$ cat src/rtl/shift_add_accum_if.sv
// Handshake bundle between the upstream shifter, the shift-add accumulator
// and the downstream color stage.
interface shift_add_accum_if #(
    parameter int COLOR_W = 8,
    parameter int SHIFT_W = 10
);
    logic [SHIFT_W-1:0] term_in;
    logic               term_sub;
    logic               term_last;
    logic               in_valid;
    logic               in_ready;
    logic [COLOR_W-1:0] color_out;
    logic               out_valid;
    logic               out_ready;
    logic               sat_flag;
    logic               term_ovf;

    // Upstream/downstream side: drives terms, consumes results.
    modport master (
        output term_in, term_sub, term_last, in_valid, out_ready,
        input  in_ready, color_out, out_valid, sat_flag, term_ovf
    );

    // Accumulator side.
    modport slave (
        input  term_in, term_sub, term_last, in_valid, out_ready,
        output in_ready, color_out, out_valid, sat_flag, term_ovf
    );
endinterface

$ cat src/rtl/shift_add_accum.sv
// Shift-add accumulator: sums up to MAX_TERMS signed shifted terms per pixel
// and emits the result clamped to the unsigned COLOR_W range.
module shift_add_accum #(
    parameter int COLOR_W   = 8,
    parameter int SHIFT_W   = 10,
    parameter int MAX_TERMS = 4,
    parameter int ACC_W     = 13
) (
    input  logic              clk,
    input  logic              rst,
    shift_add_accum_if.slave  bus
);

    localparam int CNT_W = $clog2(MAX_TERMS + 1);
    localparam logic [CNT_W-1:0]        CNT_MAX   = CNT_W'(MAX_TERMS);
    localparam logic signed [ACC_W-1:0] COLOR_MAX = ACC_W'((1 << COLOR_W) - 1);

    typedef enum logic [1:0] {
        IDLE  = 2'd0,
        ACCUM = 2'd1,
        OUT   = 2'd2
    } state_t;

    state_t                    state, state_nxt;
    logic signed [ACC_W-1:0]   acc, acc_nxt;
    logic [CNT_W-1:0]          term_cnt, cnt_nxt;
    logic [COLOR_W-1:0]        color_q, color_nxt;
    logic                      sat_q, sat_nxt;
    logic                      ovf_q, ovf_nxt;

    logic                      accept;
    logic signed [ACC_W-1:0]   term_ext;
    logic signed [ACC_W-1:0]   acc_upd;
    logic [CNT_W-1:0]          cnt_upd;
    logic [COLOR_W-1:0]        clamp_color;
    logic                      clamp_sat;

    assign accept   = bus.in_valid && bus.in_ready;
    assign term_ext = signed'({{(ACC_W - SHIFT_W){1'b0}}, bus.term_in});

    // Candidate accumulator/count if the current term is accepted; a fresh
    // pixel starts from zero regardless of leftover state.
    always_comb begin
        acc_upd = (state == IDLE) ? '0 : acc;
        acc_upd = bus.term_sub ? (acc_upd - term_ext) : (acc_upd + term_ext);
        cnt_upd = (state == IDLE) ? CNT_W'(1) : (term_cnt + CNT_W'(1));
    end

    // Clamp the candidate sum to the unsigned color range.
    always_comb begin
        clamp_color = acc_upd[COLOR_W-1:0];
        clamp_sat   = 1'b0;
        if (acc_upd[ACC_W-1]) begin
            clamp_color = '0;
            clamp_sat   = 1'b1;
        end else if (acc_upd > COLOR_MAX) begin
            clamp_color = '1;
            clamp_sat   = 1'b1;
        end
    end

    // Next-state and next-register logic.
    // NOTE: every output of this block is given a default first so no path
    // leaves it unassigned -- that is what keeps latches from being inferred.
    always_comb begin
        state_nxt = state;
        acc_nxt   = acc;
        cnt_nxt   = term_cnt;
        color_nxt = color_q;
        sat_nxt   = sat_q;
        ovf_nxt   = 1'b0;
        case (state)
            IDLE, ACCUM: begin
                if (accept) begin
                    acc_nxt = acc_upd;
                    cnt_nxt = cnt_upd;
                    if (bus.term_last || (cnt_upd == CNT_MAX)) begin
                        state_nxt = OUT;
                        color_nxt = clamp_color;
                        sat_nxt   = clamp_sat;
                        ovf_nxt   = !bus.term_last;
                    end else begin
                        state_nxt = ACCUM;
                    end
                end
            end
            OUT: begin
                if (bus.out_ready) begin
                    state_nxt = IDLE;
                    acc_nxt   = '0;
                    cnt_nxt   = '0;
                end
            end
            default: state_nxt = IDLE;
        endcase
    end

    // State and datapath registers with synchronous reset.
    // NOTE: sequential state uses non-blocking assignments so every register
    // samples the pre-edge values, independent of statement order.
    always_ff @(posedge clk) begin
        if (rst) begin
            state    <= IDLE;
            acc      <= '0;
            term_cnt <= '0;
            color_q  <= '0;
            sat_q    <= 1'b0;
            ovf_q    <= 1'b0;
        end else begin
            state    <= state_nxt;
            acc      <= acc_nxt;
            term_cnt <= cnt_nxt;
            color_q  <= color_nxt;
            sat_q    <= sat_nxt;
            ovf_q    <= ovf_nxt;
        end
    end

    assign bus.in_ready  = (state != OUT);
    assign bus.out_valid = (state == OUT);
    assign bus.color_out = color_q;
    assign bus.sat_flag  = sat_q;
    assign bus.term_ovf  = ovf_q;

endmodule

$ cat src/flat_wrapper.sv
// flat-port wrapper written by rule: the top's interface ports become plain ports
module shift_add_accum_flat 
#(
    parameter int COLOR_W   = 8,
    parameter int SHIFT_W   = 10,
    parameter int MAX_TERMS = 4,
    parameter int ACC_W     = 13
)
  (clk, rst, bus_term_in, bus_term_sub, bus_term_last, bus_in_valid, bus_out_ready, bus_in_ready, bus_color_out, bus_out_valid, bus_sat_flag, bus_term_ovf);
  shift_add_accum_if #(.COLOR_W(COLOR_W), .SHIFT_W(SHIFT_W)) bus_i ();
  input  logic clk;
  input  logic rst;
  input wire logic [$bits(bus_i.term_in)-1:0] bus_term_in;
  input wire logic [$bits(bus_i.term_sub)-1:0] bus_term_sub;
  input wire logic [$bits(bus_i.term_last)-1:0] bus_term_last;
  input wire logic [$bits(bus_i.in_valid)-1:0] bus_in_valid;
  input wire logic [$bits(bus_i.out_ready)-1:0] bus_out_ready;
  output wire logic [$bits(bus_i.in_ready)-1:0] bus_in_ready;
  output wire logic [$bits(bus_i.color_out)-1:0] bus_color_out;
  output wire logic [$bits(bus_i.out_valid)-1:0] bus_out_valid;
  output wire logic [$bits(bus_i.sat_flag)-1:0] bus_sat_flag;
  output wire logic [$bits(bus_i.term_ovf)-1:0] bus_term_ovf;
  assign bus_i.term_in = bus_term_in;
  assign bus_i.term_sub = bus_term_sub;
  assign bus_i.term_last = bus_term_last;
  assign bus_i.in_valid = bus_in_valid;
  assign bus_i.out_ready = bus_out_ready;
  assign bus_in_ready = bus_i.in_ready;
  assign bus_color_out = bus_i.color_out;
  assign bus_out_valid = bus_i.out_valid;
  assign bus_sat_flag = bus_i.sat_flag;
  assign bus_term_ovf = bus_i.term_ovf;
  shift_add_accum #(.COLOR_W(COLOR_W), .SHIFT_W(SHIFT_W), .MAX_TERMS(MAX_TERMS), .ACC_W(ACC_W)) u_core (.clk(clk), .rst(rst), .bus(bus_i));
endmodule
$ cat config.mk
export PLATFORM = sky130hd
export DESIGN_NAME = shift_add_accum_flat
export DESIGN_NICKNAME = d
export VERILOG_FILES = /design/src/rtl/shift_add_accum_if.sv /design/src/rtl/shift_add_accum.sv /design/src/flat_wrapper.sv
export SDC_FILE = /design/constraint.sdc
export NUM_CORES = 1
export LEC_CHECK = 0
export ABC_AREA = 1
export CAP_MARGIN = 10
export CORE_ASPECT_RATIO = 2
export CORE_MARGIN = 2
export CORE_UTILIZATION = 56
export DETAILED_ROUTE_END_ITERATION = 8
export GPL_ROUTABILITY_DRIVEN = 0
export GPL_TIMING_DRIVEN = 0
export PLACE_DENSITY = 0.8
export RECOVER_POWER = 25
export SLEW_MARGIN = 20
export SYNTH_ARGS = -nofsm -noshare
export SYNTH_HDL_FRONTEND = slang
export SYNTH_SLANG_ARGS = --single-unit
$ cat constraint.sdc
create_clock -name clk -period 2.9 [get_ports clk]
set_input_delay 0.58 -clock clk [delete_from_list [all_inputs] [get_ports clk]]
set_output_delay 0.58 -clock clk [all_outputs]
set_load 0.03 [all_outputs]
==> out/metrics.cfg <==
[clocking]
clock_sinks=28
cts_max_level=1
root_buffer=clkbuf_8
worstSkewPairLatency_ns=0.28
cts_buffer_depth=2
cts_buffers=3
clk_pin_slew_worst_paths_ns=0.10
cts_tree=built

[cells_and_area]
stdcell_area_mm2=0.00281
syn_to_final_growth_pct=24.1
final_util_pct=72.4
antenna_cells=0
nets=418
layout-drive-gt1-share_pct=20.7

[synthesis]
synthMostInstantiatedCell=nand2_1
yosys.area.top_type=dfxtp_1
syn_nets=381
synth_fa_ha_area_share_pct=8.61
synthArstFlopShare_pct=0
synth_top_area_share_pct=24.7
synth-xor-area-share_pct=5.79
synth_edf_count=0
yosys-top-cells-count=nand2_1 (81), inv_1 (61), nor2_1 (40), dfxtp_1 (28), a21oi_1 (22)
synth.mux.area_fraction_pct=0
ys_seq_elements=28
synth_warnings=0
netlist_top_cells_area=dfxtp_1 (25%), nand2_1 (13%), inv_1 (10%)
synthFlopType=dfxtp_1
yosysSeqAreaShare_pct=24.7
synth-compound-area-share_pct=13.1
synth_top_family_by_area=simple AND/OR/NAND/NOR gates
synth_cell_types=33
syn_area_mm2=0.00227
yosys.area_share.simple_pct=35.5
avgSynthCellArea_um2=6.48
syn_inst=350

[route]
wire_per_inst_um=13.9
initialDrtViolationCount=36
drc_errors=0
via_per_inst=5.33
firstDrtPassIters=4
routed_wl_um=6090
ant_nets=0
vias=2330

[power]
ir_drop_uv=221
p_leak_nw=1.32
power_frac_seq_pct=37.5
comb_power_share_pct=40.6
pwr-share-clk_pct=21.9
switchingPower_uw=439
swShare_pct=38.4
p_int_uw=704
p_per_area_mw_per_mm2=406
total_power_mw=1.14

[worst_hold_path]
hold_class=register to register

[setup_path]
worstSetupStartpointType=primary input
worstPathArrival_ns=2.94
crit_fanout=5
path_class=primary input to register
crit_path_end_kind=register
worstPathRequired_ns=3.07

[timing]
slew_headroom_pct=64.6
setup_ws_ns=0.135
period_minus_slack_ns=2.76
max_freq_mhz=362
fin_setup_tns_ns=0
setup_viol=0
tightest_slew_ns=0.531
maxSlewViolCount=0
fin_crit_sh_pct=95.3
finClkSkew_ns=0.00171
finalHoldViolCount=0

[die]
start_util_pct=58.4
die_x_um=49.0
die_y_um=94.0
core-area_mm2=0.00388
io_pins=28
die_area_mm2=0.00460
row_count=32

[global_route]
grt_pass1_vias=2417
overflow=0
grt_start_max_net_pins=16
grt_pass1_wl_um=10400
antenna_found_initial=0
grt_usage_pct=28.9

[place]
port_buffers=25
placed_cell_area_mm2=0.00258
hpwlAfterDp_um=4560
dp_slack_ns=-0.740

[job]
cap_violations=0

[outcome]
outcome=completed

[metrics by stage]
step	instances	hold slack [ns]
after global routing	437	0.503
after CTS	436	0.465
after floorplan	350	0.437
final	437	0.474
after global placement	426	0.452
after detailed placement	426	0.452
[kinds of logic (layout without fill, tap and decap cells)]
family | after synthesis | after routing
AOI/OAI and AO/OA | 47 | 47
xor gates and xnor gates | 15 | 15
adders and majority gates | 15 | 15
buffers and inverters | 72 | 105
DFF | 28 | 28
and+or+nand+nor | 173 | 176
[power by group through the flow]
stage | clock, mW | combinational (mW) | sequential (mW)
2_1_floorplan | 0 | 0.283 | 0.449
3_3_place_gp | 0 | 0.396 | 0.435
3_5_place_dp | 0 | 0.404 | 0.436
4_1_cts | 0.248 | 0.450 | 0.427
5_1_grt | 0.259 | 0.506 | 0.432
6_report | 0.251 | 0.464 | 0.428
[worst max-delay path, stage by stage]
cell	delay, ns
buf_2	0.14
nor3_4	0.21
nand2_2	0.10
nor3_4	0.20
nor2_2	0.09
xnor2_1	0.13
ha_1	0.35
nand2_2	0.13
inv_1	0.06
a21oi_2	0.19
nand2_2	0.11
nand2_1	0.09
nand2_2	0.09
nor2_4	0.19
nand3_1	0.12
nand2_1	0.09
a21oi_2	0.05
[layer usage]
layer,global-route usage (%),share of wire [%],vias up
li1,-,-,1163
met1,25.4,34,1090
met2,63.1,61,62
met3,1.11,2.4,15
met4,12.6,2.8,0
met5,0,0,-
[registers in the layout, indices dropped and copies added, names as in the netlist]
register	cells
u_core.bus.sat_flag	1
u_core.state	2
u_core.bus.color_out	8
u_core.bus.term_ovf	1
u_core.term_cnt	3
u_core.acc	13
[final timing paths]
check             startpoint                       to  slack, ns  depth (start not counted)
max           bus_term_in[0]  u_core.bus.color_out[4]       0.14                         17
min            u_core.acc[2]            u_core.acc[2]       0.47                          2
max reg2reg  u_core.state[0]  u_core.bus.color_out[4]       0.24                         14
min reg2reg    u_core.acc[2]            u_core.acc[2]       0.47                          2
[cells in the final DEF, fill, tap and decap left out, types with 2 or more instances in the layout]
cell and instances:
nor3_4 2, clkbuf_8 4, dfxtp_1 28, buf_4 4
clkbuf_1 2, nand3_2 4, inv_2 4, nand3_1 16
nor2_2 6, ha_1 10, o22ai_1 5, inv_1 60
nor2_4 5, dlygate4sd3_1 4, xor2_1 11, nor2_8 2
clkdlybuf4s50_1 13, nor2_1 39, nand4_1 4, nand2_2 14
a21oi_1 20, a31oi_1 2, nor3_1 2, o21bai_1 2
buf_2 4, a21oi_2 11, o21ai_0 3, nand2_1 76
dlymetal6s2s_1 3, xnor2_1 4, nand2_4 4, ha_4 3
clkbuf_2 6
[area by class of cell]
cell class                      count  area, um^2
Multi-Input combinational cell    253        1590
Inverter                           65         246
Clock buffer                        4        55.1
Timing Repair Buffer               29         263
Buffer                              7        32.5
Tap cell                           51        63.8
Sequential cell                    28         561
Fill cell                         345        1070
[timing repair]
| item | 4_1_cts | 5_1_grt |
|---|---|---|
| resized for setup | 26 | 23 |
| pin swaps | 21 | 11 |
| hold buffers | 0 | 0 |
| endpoints found under the setup margin | 17 | 15 |
| buffers inserted | 3 | 1 |
| cloned | 3 | 0 |
| hold endpoints to repair | 0 | 0 |
Note: power is estimated with default switching activity, not from simulation.
